`src/rtl/output_ram_reader.sv`:
```
// Streams bytes out of the output-values RAM on a valid/ready interface.
// Each byte costs one address cycle, one load cycle and at least one hold cycle.
module output_ram_reader #(
    parameter int DEPTH  = 16,
    parameter int ADDR_W = 4,
    parameter int DATA_W = 8
) (
    input  logic              clk,
    input  logic              rst_n,
    input  logic              start,
    input  logic [ADDR_W-1:0] base,
    input  logic [ADDR_W:0]   len,
    output logic [ADDR_W-1:0] ram_addr,
    input  logic [DATA_W-1:0] ram_q,
    output logic [DATA_W-1:0] out_data,
    output logic              out_valid,
    input  logic              out_ready,
    output logic              busy,
    output logic              done
);

    typedef enum logic [1:0] {IDLE, ADDR, LOAD, HOLD} state_t;

    localparam logic [ADDR_W:0] DEPTH_L = (ADDR_W+1)'(DEPTH);
    localparam logic [ADDR_W:0] ONE_L   = (ADDR_W+1)'(1);
    localparam logic [ADDR_W:0] ZERO_L  = '0;

    state_t            state, state_nxt;
    logic [ADDR_W-1:0] idx, idx_nxt;
    logic [ADDR_W:0]   rem, rem_nxt;
    logic [DATA_W-1:0] data_nxt;
    logic              valid_nxt;
    logic              done_nxt;

    // Lengths beyond the RAM depth would only re-read wrapped entries, so clamp them.
    function automatic logic [ADDR_W:0] sat_len(input logic [ADDR_W:0] l);
        if (l > DEPTH_L)
            return DEPTH_L;
        return l;
    endfunction

    assign ram_addr = idx;
    assign busy     = (state != IDLE);

    always_ff @(posedge clk) begin
        if (!rst_n) begin
            state     <= IDLE;
            idx       <= '0;
            rem       <= '0;
            out_data  <= '0;
            out_valid <= 1'b0;
            done      <= 1'b0;
        end else begin
            state     <= state_nxt;
            idx       <= idx_nxt;
            rem       <= rem_nxt;
            out_data  <= data_nxt;
            out_valid <= valid_nxt;
            done      <= done_nxt;
        end
    end

    always_comb begin
        state_nxt = state;
        idx_nxt   = idx;
        rem_nxt   = rem;
        data_nxt  = out_data;
        valid_nxt = out_valid;
        done_nxt  = 1'b0;
        case (state)
            IDLE: begin
                if (start) begin
                    if (sat_len(len) == ZERO_L) begin
                        done_nxt = 1'b1;
                    end else begin
                        idx_nxt   = base;
                        rem_nxt   = sat_len(len);
                        state_nxt = ADDR;
                    end
                end
            end
            // RAM registers ram_addr at the end of this cycle.
            ADDR: state_nxt = LOAD;
            LOAD: begin
                data_nxt  = ram_q;
                valid_nxt = 1'b1;
                state_nxt = HOLD;
            end
            HOLD: begin
                if (out_valid && out_ready) begin
                    valid_nxt = 1'b0;
                    idx_nxt   = idx + 1'b1;
                    rem_nxt   = rem - ONE_L;
                    if (rem == ONE_L) begin
                        done_nxt  = 1'b1;
                        state_nxt = IDLE;
                    end else begin
                        state_nxt = ADDR;
                    end
                end
            end
            default: state_nxt = IDLE;
        endcase
    end

endmodule
```
`config.mk`:
```
export PLATFORM = sky130hd
export DESIGN_NAME = output_ram_reader
export DESIGN_NICKNAME = d
export VERILOG_FILES = /design/src/rtl/output_ram_reader.sv
export SDC_FILE = /design/constraint.sdc
export NUM_CORES = 1
export LEC_CHECK = 0
export BUFFER_PORTS_ARGS = -buffer_cell sky130_fd_sc_hd__buf_4
export CAP_MARGIN = 10
export CORE_UTILIZATION = 50
export CTS_CLUSTER_DIAMETER = 120
export CTS_CLUSTER_SIZE = 8
export DETAILED_ROUTE_END_ITERATION = 12
export GPL_ROUTABILITY_DRIVEN = 0
export MAX_ROUTING_LAYER = met4
export PLACE_DENSITY = 0.78
export SYNTH_ARGS = -nofsm -noshare
export SYNTH_HDL_FRONTEND = slang
export SYNTH_SLANG_ARGS = --single-unit
```
`constraint.sdc`:
```
create_clock -name clk -period 6 [get_ports clk]
set_clock_uncertainty 0.15 [all_clocks]
set_input_delay 0.3 -clock clk [delete_from_list [all_inputs] [get_ports clk]]
set_output_delay 0.3 -clock clk [all_outputs]
set_load 0.005 [all_outputs]
```
==> run summary, run 1 <==
Status - complete, no violations
CP max-delay cell - ha_1
Sw Share - 0.404
Post-CTS Setup Inserts - 0
Internal power - 0.000348 W
Vias in the first global route - 964
Cell Area, Synth - 1130 um2
# clock sinks - 21
Routed Antenna Nets - 0
Sequential power share - 0.376
Slew Limit Fails - 0
Largest cells by area after synthesis - dfxtp_1 37%, mux2i_1 8.8%, ha_1 7.7%
CTS max path bufs - 2
Root buffer cell - clkbuf_4
Layout Nets - 195
Critical Path End Type - flop
Number of synthesized flops with an enable pin - 0
Via density - 5.42
Critical Path Max Stage Delay - 0.71 ns
Most used DFF post-synth - dfxtp_1
Crit start category - flop
Clk pwr share - 0.120
Number of remaining DRC errors - 0
Row count - 16
Psw - 0.000235 W
CTS Buf Count - 3
Worst slew pin tran - 0.797 ns
Max_cap viols - 0
Clock latency on the worst-skew pair - 0.30 ns
Post-layout worst setup margin - 3.26 ns
Top-count cell post-synth - dfxtp_1
Tcrit/Tclk final - 0.457
RSZ-0062 raised after global routing - no
Area growth, synth to finish - 25.3%
PD cells - 411 nW/um2
Overall die height - 49.6 um
Fin area - 1420 um2
# port buffers - 35
Placed Instance Area - 1390 um2
Reg clk slew, reported paths - 0.12 ns
Share of post-route cells with drive strength above 1 - 0.235
Tightest Hold Check Type - input pin to flop
Post-DP HPWL - 1900 um
Post-Syn Nets - 163
GRT Resource Usage Total - 0.225
Dpl cells - 189
Hold_buf cts - 0
CTS tree - yes
Final Total Pwr - 0.000583 W
Relative slew slack - 0.469
Register area - 420 um2
VDD IR-drop max - 0.269 mV
First-pass DRT Iterations - 4
Core Region - 2040 um2
Multi-input logic area - 626 um2
# diodes - 0
Routed WL per cell - 13.3 um
I/O pin count - 36
Most frequent cells after synthesis - 21 x dfxtp_1, 17 x nor2_1, 12 x nand2_1
Yosys cell types - 32
Final count of hold timing violations - 0
Number of synthesized register bits - 21
Synth Area per Inst - 8.38 um2
Yosys top cell area share - 0.372
Worst Hold Depth - 3
FF-to-FF path depth - 5
Leak - 0.606 nW
Worst endpoint data arrival time - 2.84 ns
Setup TNS - 0 ns
Post-route insts no fill - 193
Post-cts resize count - 0
Count of endpoints failing setup in the final report - 0
Gate count after technology mapping - 135
H-tree levels - 1
Total Wirelength - 2570 um
First-pass GRT wire length - 4200 um
Ys async rst share - 0
FMAX - 365 MHz
Fillers - 191
Largest net degree at the start of global routing - 27
Comb power frac - 0.503
Critical Path Fanout Max - 26
Total die area - 2460 um2
Initial antenna violation count - 0
Routed via count - 1,047
Seq/Total Area, Yosys - 0.372
Grt ovf - 0
Setup Slack @ Placement - 3.37 ns
Initial DRC Count - 9
Crit-path cells - ha_1 > a21boi_1 > a211o_1 > or2_0 > o221a_1
Min Tclk post-route - 2.74 ns
Die Wd - 49.6 um
Critical Path RT - 6.10 ns
Worst Setup Path Type - flop to flop
Largest area contributor in the netlist - dfxtp_1
Synth warn - 0
Initial core utilization - 0.554
layout by cell type (no fill, tap or decap):
| cell type | instances |
|---|---|
| or3_1 | 1 |
| a211oi_1 | 5 |
| o22ai_1 | 2 |
| or2_0 | 1 |
| nor4_1 | 1 |
| a21boi_1 | 1 |
| nor4b_1 | 1 |
| o31ai_1 | 1 |
| clkinv_1 | 1 |
| nor3b_1 | 1 |
| o32ai_1 | 4 |
| nor3_1 | 6 |
| o21ai_0 | 1 |
| nor2_1 | 17 |
| mux2i_1 | 10 |
| dfxtp_1 | 21 |
| nand2_1 | 12 |
| clkbuf_4 | 3 |
| nand3_1 | 2 |
| ha_1 | 7 |
| o22a_1 | 1 |
| nor2b_1 | 8 |
| a211o_1 | 1 |
| inv_1 | 11 |
| a32oi_1 | 1 |
| o221a_1 | 2 |
| a2111oi_0 | 2 |
| clkinvlp_4 | 1 |
| a21oi_1 | 4 |
| buf_4 | 35 |
| nand4_1 | 1 |
| nand2b_1 | 1 |
path summary, 6_finish.rpt:
check                            startpoint          end  slack [ns]
worst max register to register     state[1]       rem[0]        3.26
worst max-delay path               state[1]       rem[0]        3.26
worst min register to register  ram_addr[3]  ram_addr[3]        0.34
worst min-delay path               ram_q[7]  out_data[7]        0.07
final cells by class:
class / instances / share of cell area
multi-input cells: 94 / 0.441
flip-flops and latches: 21 / 0.297
repair buffers: 35 / 0.185
inverters: 12 / 0.0318
well taps: 27 / 0.0238
clock buffers: 3 / 0.0159
clock inverters: 1 / 0.00530
per-layer routing:
layer	GRT usage	vias to the layer above	wire length, um
met4	0.0429	0	22
met5	-	-	0
li1	-	533	-
met2	0.390	32	1270
met1	0.261	478	1150
met3	0.0586	4	126
critical path, delay by kind of cell, from the launching register on:
kind | cells | cell delay (ns)
adder cells (fa/ha/maj) | 1 | 0.71
AND/OR/NAND/NOR | 1 | 0.49
flip-flops | 1 | 0.42
AO/OA/AOI/OAI | 3 | 0.91
power by group through the flow:
stage               combinational [W]  sequential [W]  clock [W]
floorplan                    0.000203        0.000216          0
global placement             0.000285        0.000219          0
detailed placement           0.000290        0.000222          0
CTS                          0.000294        0.000219  0.0000720
global route                 0.000325        0.000227  0.0000774
finish                       0.000293        0.000219  0.0000700
registers in the layout, indices dropped and copies added (netlist names):
| register | cells |
|---|---|
| state | 2 |
| out_valid | 1 |
| rem | 5 |
| ram_addr | 4 |
| out_data | 8 |
| done | 1 |
kinds of logic (layout without fill, tap and decap cells):
group,count (synthesis),count (layout),synth area share
AND/OR/NAND/NOR,52,52,0.218
AO/OA/AOI/OAI,25,25,0.169
flip-flops,21,21,0.372
buffers and inverters,20,51,0.0752
multiplexers,10,10,0.0885
adder cells (fa/ha/maj),7,7,0.0774
metrics by stage:
stage               utilization  hold slack [ns]
floorplan                     -            0.296
global placement          0.680            0.319
detailed placement        0.680            0.325
CTS                       0.694           0.0626
global route              0.694           0.0553
finish                    0.694           0.0707
(Power assumes the default switching activity.)
==> inputs of run 2 (changes only) <==
Settings changed: ABC_AREA set to 1, PLACE_DENSITY 0.78 to 0.77.
Clock period 6 ns to 2.8 ns, I/O delays scaled along.
==> run 2 against run 1 <==
  * Via count is 21% higher
  * Sequential share of layout area fell by 2.9 points
  * Count of clock-buffer cells in the layout unchanged
  * Critical path depth up 2
  * Combinational power rose to 2.9 times the previous value
  * Global-route usage up 3.3 points
  * First-iteration DRC count is 56% higher
  * Critical endpoint is now ram_addr[1]
  * Clock power rose by 110%
  * Register-to-register slack got worse by 2.3 ns
  * Synthesized cell count rose by 35%
  * Non-clock buffer count grew 8
  * Final cell count increased by 31%
==> run summary, run 2 <==
Status - complete, no violations
Setup TNS - 0 ns (unchanged)
Gate count after technology mapping - 182 (+35%)
Synth warn - 0 (unchanged)
Tcrit/Tclk final - 0.644 (+0.187)
Initial core utilization - 0.538 (-0.0155)
Leak - 0.814 nW (+34%)
Reg clk slew, reported paths - 0.11 ns (about the same)
# diodes - 0 (unchanged)
GRT Resource Usage Total - 0.258 (+0.0329)
Number of synthesized register bits - 21 (unchanged)
RSZ-0062 raised after global routing - no
Setup Slack @ Placement - 1.01 ns (-2.36 ns)
Yosys top cell area share - 0.350 (-0.0220)
PD cells - 975 nW/um2 (+140%)
Top-count cell post-synth - nor2_1
Routed WL per cell - 11.6 um (-13%)
Fillers - 206 (+7.9%)
VDD IR-drop max - 0.651 mV (+140%)
Largest net degree at the start of global routing - 21 (-22%)
FMAX - 555 MHz (+52%)
Critical Path End Type - flop
Max_cap viols - 0 (unchanged)
Ys async rst share - 0 (unchanged)
Post-Syn Nets - 210 (+29%)
Most frequent cells in the layout - 46 x nor2_1, 41 x nand2_1, 35 x buf_4, 21 x dfxtp_1, 16 x inv_1
Overall die height - 51.0 um (+3.0%)
Largest Register - out_data
Count of endpoints failing setup in the final report - 0 (unchanged)
Placed Instance Area - 1460 um2 (+5.5%)
Yosys cell types - 21 (-34%)
Sequential power share - 0.347 (-0.029)
Number of synthesized flops with an enable pin - 0 (unchanged)
First-pass GRT wire length - 4920 um (+17%)
Worst endpoint data arrival time - 1.90 ns (-0.94 ns)
Number of flip-flops in the largest register - 8 (unchanged)
Largest cells by area after synthesis - dfxtp_1 35%, nor2_1 14%, nand2_1 13%
Share of post-route cells with drive strength above 1 - 0.223 (-0.0117)
Total die area - 2610 um2 (+6.1%)
Crit start category - flop
Root buffer cell - clkbuf_4
Psw - 0.000693 W (+190%)
Multi-input logic area - 666 um2 (+6.4%)
Relative slew slack - 0.743 (+0.274)
Post-layout worst setup margin - 0.997 ns (-2.26 ns)
Seq/Total Area, Yosys - 0.350 (-0.0220)
Core Region - 2230 um2 (+9.4%)
Die Wd - 51.0 um (+3.0%)
Initial antenna violation count - 0 (unchanged)
Number of remaining DRC errors - 0 (unchanged)
Most common cell after layout, fill and taps aside - nor2_1
Synth Area per Inst - 6.61 um2 (-21%)
# port buffers - 35 (unchanged)
H-tree levels - 1 (unchanged)
Most used DFF post-synth - dfxtp_1
Post-route insts no fill - 252 (+31%)
Layout Nets - 253 (+30%)
Area growth, synth to finish - 30.9%
Min Tclk post-route - 1.80 ns (-0.938 ns)
Row count - 17 (+1)
# clock sinks - 21 (unchanged)
CTS tree - yes
Initial DRC Count - 14 (+5)
Clk pwr share - 0.096 (-0.024)
Comb power frac - 0.558 (+0.055)
Routed via count - 1,263 (+21%)
Cell Area, Synth - 1200 um2 (+6.3%)
Post-DP HPWL - 2070 um (+9.2%)
Register area - 420 um2 (unchanged)
Fin area - 1570 um2 (+11%)
Dpl cells - 240 (+27%)
Sw Share - 0.452 (+0.0481)
Routed Antenna Nets - 0 (unchanged)
First-pass DRT Iterations - 6 (+2)
Largest area contributor in the netlist - dfxtp_1
Via density - 5.01 (-7.6%)
Grt ovf - 0 (unchanged)
Tightest Hold Check Type - input pin to flop
Worst slew pin tran - 0.386 ns (-0.411 ns)
Internal power - 0.000841 W (+140%)
Vias in the first global route - 1,177 (+22%)
Post-CTS Setup Inserts - 0 (unchanged)
Worst Setup Path Type - flop to flop
CTS Buf Count - 3 (unchanged)
Slew Limit Fails - 0 (unchanged)
Critical Path RT - 2.90 ns (-3.20 ns)
Critical Path Fanout Max - 17 (-35%)
Clock latency on the worst-skew pair - 0.30 ns (about the same)
I/O pin count - 36 (unchanged)
CTS max path bufs - 2 (unchanged)
Most frequent cells after synthesis - 46 x nor2_1, 41 x nand2_1, 21 x dfxtp_1
Final count of hold timing violations - 0 (unchanged)
Total Wirelength - 2920 um (+14%)
run 2: cell count changes after synthesis, moves of 3 or more:
cell	delta
nand2_1	+29
nor2_1	+29
o21ai_0	+14
nand3_1	+12
mux2i_1	-10
nor2b_1	-8
nor3_1	-6
a211oi_1	-5
clkbuf_1	-5
inv_1	+5
o32ai_1	-4
nand2_2	+3
run 2: metrics by stage:
stage	utilization	total power [W]	hold slack, ns
2_1_floorplan	-	0.00112	0.125
3_3_place_gp	0.655	0.00133	0.212
3_5_place_dp	0.655	0.00138	0.219
4_1_cts	0.705	0.00154	0.00601
5_1_grt	0.705	0.00169	0.000601
6_report	0.705	0.00153	0.0107
run 2: final timing paths:
check	start	end	slack [ns]	cells after the start
min reg2reg	out_data[2]	out_data[2]	0.37	2
max reg2reg	state[0]	ram_addr[1]	1.0	7
max	state[0]	ram_addr[1]	1.0	7
min	base[3]	ram_addr[3]	0.01	5
run 2: metal layers:
metal	vias up	global-route usage	wire length (um)
met4	0	0.0972	47
met2	25	0.445	1480
li1	649	-	-
met3	6	0.0417	94
met5	-	-	0
met1	583	0.298	1300
run 2: power groups by stage:
stage / Combinational [W] / Sequential (W) / Clock, W
final: 0.000856 / 0.000532 / 0.000146
after global routing: 0.000976 / 0.000547 / 0.000166
after CTS: 0.000860 / 0.000529 / 0.000152
after detailed placement: 0.000846 / 0.000535 / 0
after global placement: 0.000804 / 0.000526 / 0
after floorplan: 0.000595 / 0.000522 / 0
run 2: timing repair:
action / 4_1_cts / 5_1_grt
gates resized for setup: 0 / 0
endpoints found under the hold margin: 8 / 0
hold buffers: 8 / 0
run 2: area by class of cell:
type,instances,area share
clock buffers,3,0.0143
flip-flops and latches,21,0.267
clock inverters,1,0.00477
repair buffers,43,0.218
well taps,28,0.0223
inverters,20,0.0509
multi-input cells,136,0.423
run 2: logic make-up (layout without fill, tap and decap cells):
logic type	count (synthesis)	count (layout)	synth area share
AOI/OAI and AO/OA	19	19	0.0812
DFF	21	21	0.350
buffers and inverters	25	67	0.0968
adders and majority gates	7	7	0.0728
and+or+nand+nor	110	110	0.400
run 2: worst max-delay path, stage by stage, from the launching register on:
cell and delay, ns:
dfxtp_1 0.40, ha_1 0.41, inv_2 0.19, nand2_1 0.14, nand3_4 0.19, nand2_1 0.12
nand2_1 0.06, nor2_1 0.08
==> inputs of run 3 (changes only) <==
Clock period 2.8 ns to 1.7 ns, I/O delays scaled along.
==> run 3 against run 2 <==
  * Critical path depth increased by 1
  * Largest cell class unchanged
  * First-iteration DRC count grew to 2.8 times the previous value
  * Global-route usage down 0.11 points
  * Count of clock-buffer cells in the layout is the same
  * Final area rose by 6.4%
  * Utilization rose by 4.5 points
  * Register-to-register slack lost 0.89 ns
  * Die area unchanged
  * Power increased by 69%
  * Critical path type unchanged
==> run summary, run 3 (same netlist as run 2, synthesis figures left out) <==
Number of remaining DRC errors - 0 (unchanged)
Critical Path Fanout Max - 8 (-9)
CTS max path bufs - 2 (unchanged)
Min Tclk post-route - 1.59 ns (-0.209 ns)
Relative slew slack - 0.824 (+0.0811)
Worst slew pin tran - 0.263 ns (-0.123 ns)
Worst Hold Depth - 5 (unchanged)
Die Wd - 51.0 um (unchanged)
Crit-path cells - inv_1 > ha_1 > inv_2 > nor2_4 > nand3_4 > nand3_2 > nor2_1 > nor2_1
Critical Path Max Stage Delay - 0.40 ns (about the same)
Reg clk slew, reported paths - 0.12 ns (about the same)
Most frequent CP cell - nor2_1
Most common cell after layout, fill and taps aside - nor2_1
I/O pin count - 36 (unchanged)
Vias in the first global route - 1,169 (-0.68%)
Area growth, synth to finish - 39.2%
Initial core utilization - 0.538 (unchanged)
Critical Path End Type - flop
FF-to-FF path depth - 8 (+1)
Worst Setup Path Type - flop to flop
Initial antenna violation count - 0 (unchanged)
# diodes - 0 (unchanged)
# port buffers - 35 (unchanged)
Core Region - 2230 um2 (unchanged)
Most frequent cells in the layout - 46 x nor2_1, 41 x nand2_1, 39 x buf_4, 21 x dfxtp_1, 16 x inv_1
Root buffer cell - clkbuf_4
Total Wirelength - 2980 um (+2.3%)
Status - complete, no violations
Initial DRC Count - 39 (+25)
Slew Limit Fails - 0 (unchanged)
Tightest Hold Check Type - input pin to flop
FMAX - 627 MHz (+13%)
Final count of hold timing violations - 0 (unchanged)
VDD IR-drop max - 1.05 mV (+62%)
Largest net degree at the start of global routing - 21 (unchanged)
CP max-delay cell - dfxtp_1
Final Total Pwr - 0.00260 W (+69%)
Layout Nets - 264 (+4.3%)
Worst endpoint data arrival time - 1.65 ns (-0.25 ns)
Grt ovf - 0 (unchanged)
Fin area - 1670 um2 (+6.4%)
Row count - 17 (unchanged)
Routed Antenna Nets - 0 (unchanged)
Clock latency on the worst-skew pair - 0.30 ns (about the same)
Share of post-route cells with drive strength above 1 - 0.238 (+0.0151)
Max_cap viols - 0 (unchanged)
Total die area - 2610 um2 (unchanged)
Leak - 0.867 nW (+6.5%)
Setup TNS - 0 ns (unchanged)
H-tree levels - 1 (unchanged)
Via density - 4.90 (-2.3%)
Count of endpoints failing setup in the final report - 0 (unchanged)
Critical Path RT - 1.75 ns (-1.15 ns)
Routed via count - 1,288 (+2.0%)
GRT Resource Usage Total - 0.257 (-0.00114)
Post-CTS Setup Inserts - 0 (unchanged)
First-pass GRT wire length - 4960 um (+0.85%)
CTS Buf Count - 3 (unchanged)
Tcrit/Tclk final - 0.938 (+0.294)
Fillers - 171 (-17%)
CTS tree - yes
PD cells - 1550 nW/um2 (+59%)
Min Hold Slack - 0.0134 ns (+0.00263 ns)
Routed WL per cell - 11.3 um (-2.0%)
# clock sinks - 21 (unchanged)
First-pass DRT Iterations - 4 (-2)
Number of flip-flops in the largest register - 8 (unchanged)
Post-layout util - 0.750 (+0.0448)
Crit start category - flop
Placed Instance Area - 1490 um2 (+2.1%)
Post-DP HPWL - 2040 um (-1.6%)
Overall die height - 51.0 um (unchanged)
Largest Register - out_data
run 3: metrics by stage:
stage / worst slack (ns) / instances
detailed placement: 0.109 / 244
floorplan: 0.199 / 182
CTS: 0.0730 / 262
global placement: 0.170 / 244
global route: -0.00899 / 263
finish: 0.105 / 263
run 3: layout make-up:
cell class	instances	area, um2	share of cell area
clock inverter	1	5.00	0.00299
sequential	21	420	0.251
clock buffer	3	22.5	0.0135
multi-input combinational	137	678	0.405
inverter	20	80.1	0.0478
timing repair buffer	53	433	0.259
tap	28	35.0	0.0209
run 3: worst paths after layout:
check                 from        to  slack (ns)
setup / recovery  state[0]    rem[1]        0.11
hold / removal       start      done        0.01
setup reg to reg  state[0]    rem[1]        0.11
hold reg to reg   state[0]  state[0]        0.36
run 3: layer usage:
| metal | GRT usage | up-vias | part of all wire |
|---|---|---|---|
| li1 | - | 677 | - |
| met5 | - | - | 0 |
| met1 | 0.318 | 574 | 0.48 |
| met2 | 0.419 | 31 | 0.47 |
| met3 | 0.0298 | 6 | 0.035 |
| met4 | 0.111 | 0 | 0.021 |
run 3: where the power goes:
group,total (W),switching [W],internal (W)
combinational,0.00148,0.000842,0.000638
clock,0.000239,0.000151,0.0000875
sequential,0.000877,0.000176,0.000702
run 3: timing repair:
| item | in CTS | in global routing |
|---|---|---|
| hold endpoints to repair | 21 | 0 |
| endpoints found under the setup margin | 0 | 9 |
| hold buffers | 14 | 0 |
| gates resized for setup | 0 | 1 |
run 3: critical path: cells and delay by family, from the launching register on:
kind / cells / cell delay (ns)
buffers and inverters: 2 / 0.20
DFF: 1 / 0.40
and+or+nand+nor: 5 / 0.51
adders and majority gates: 1 / 0.23
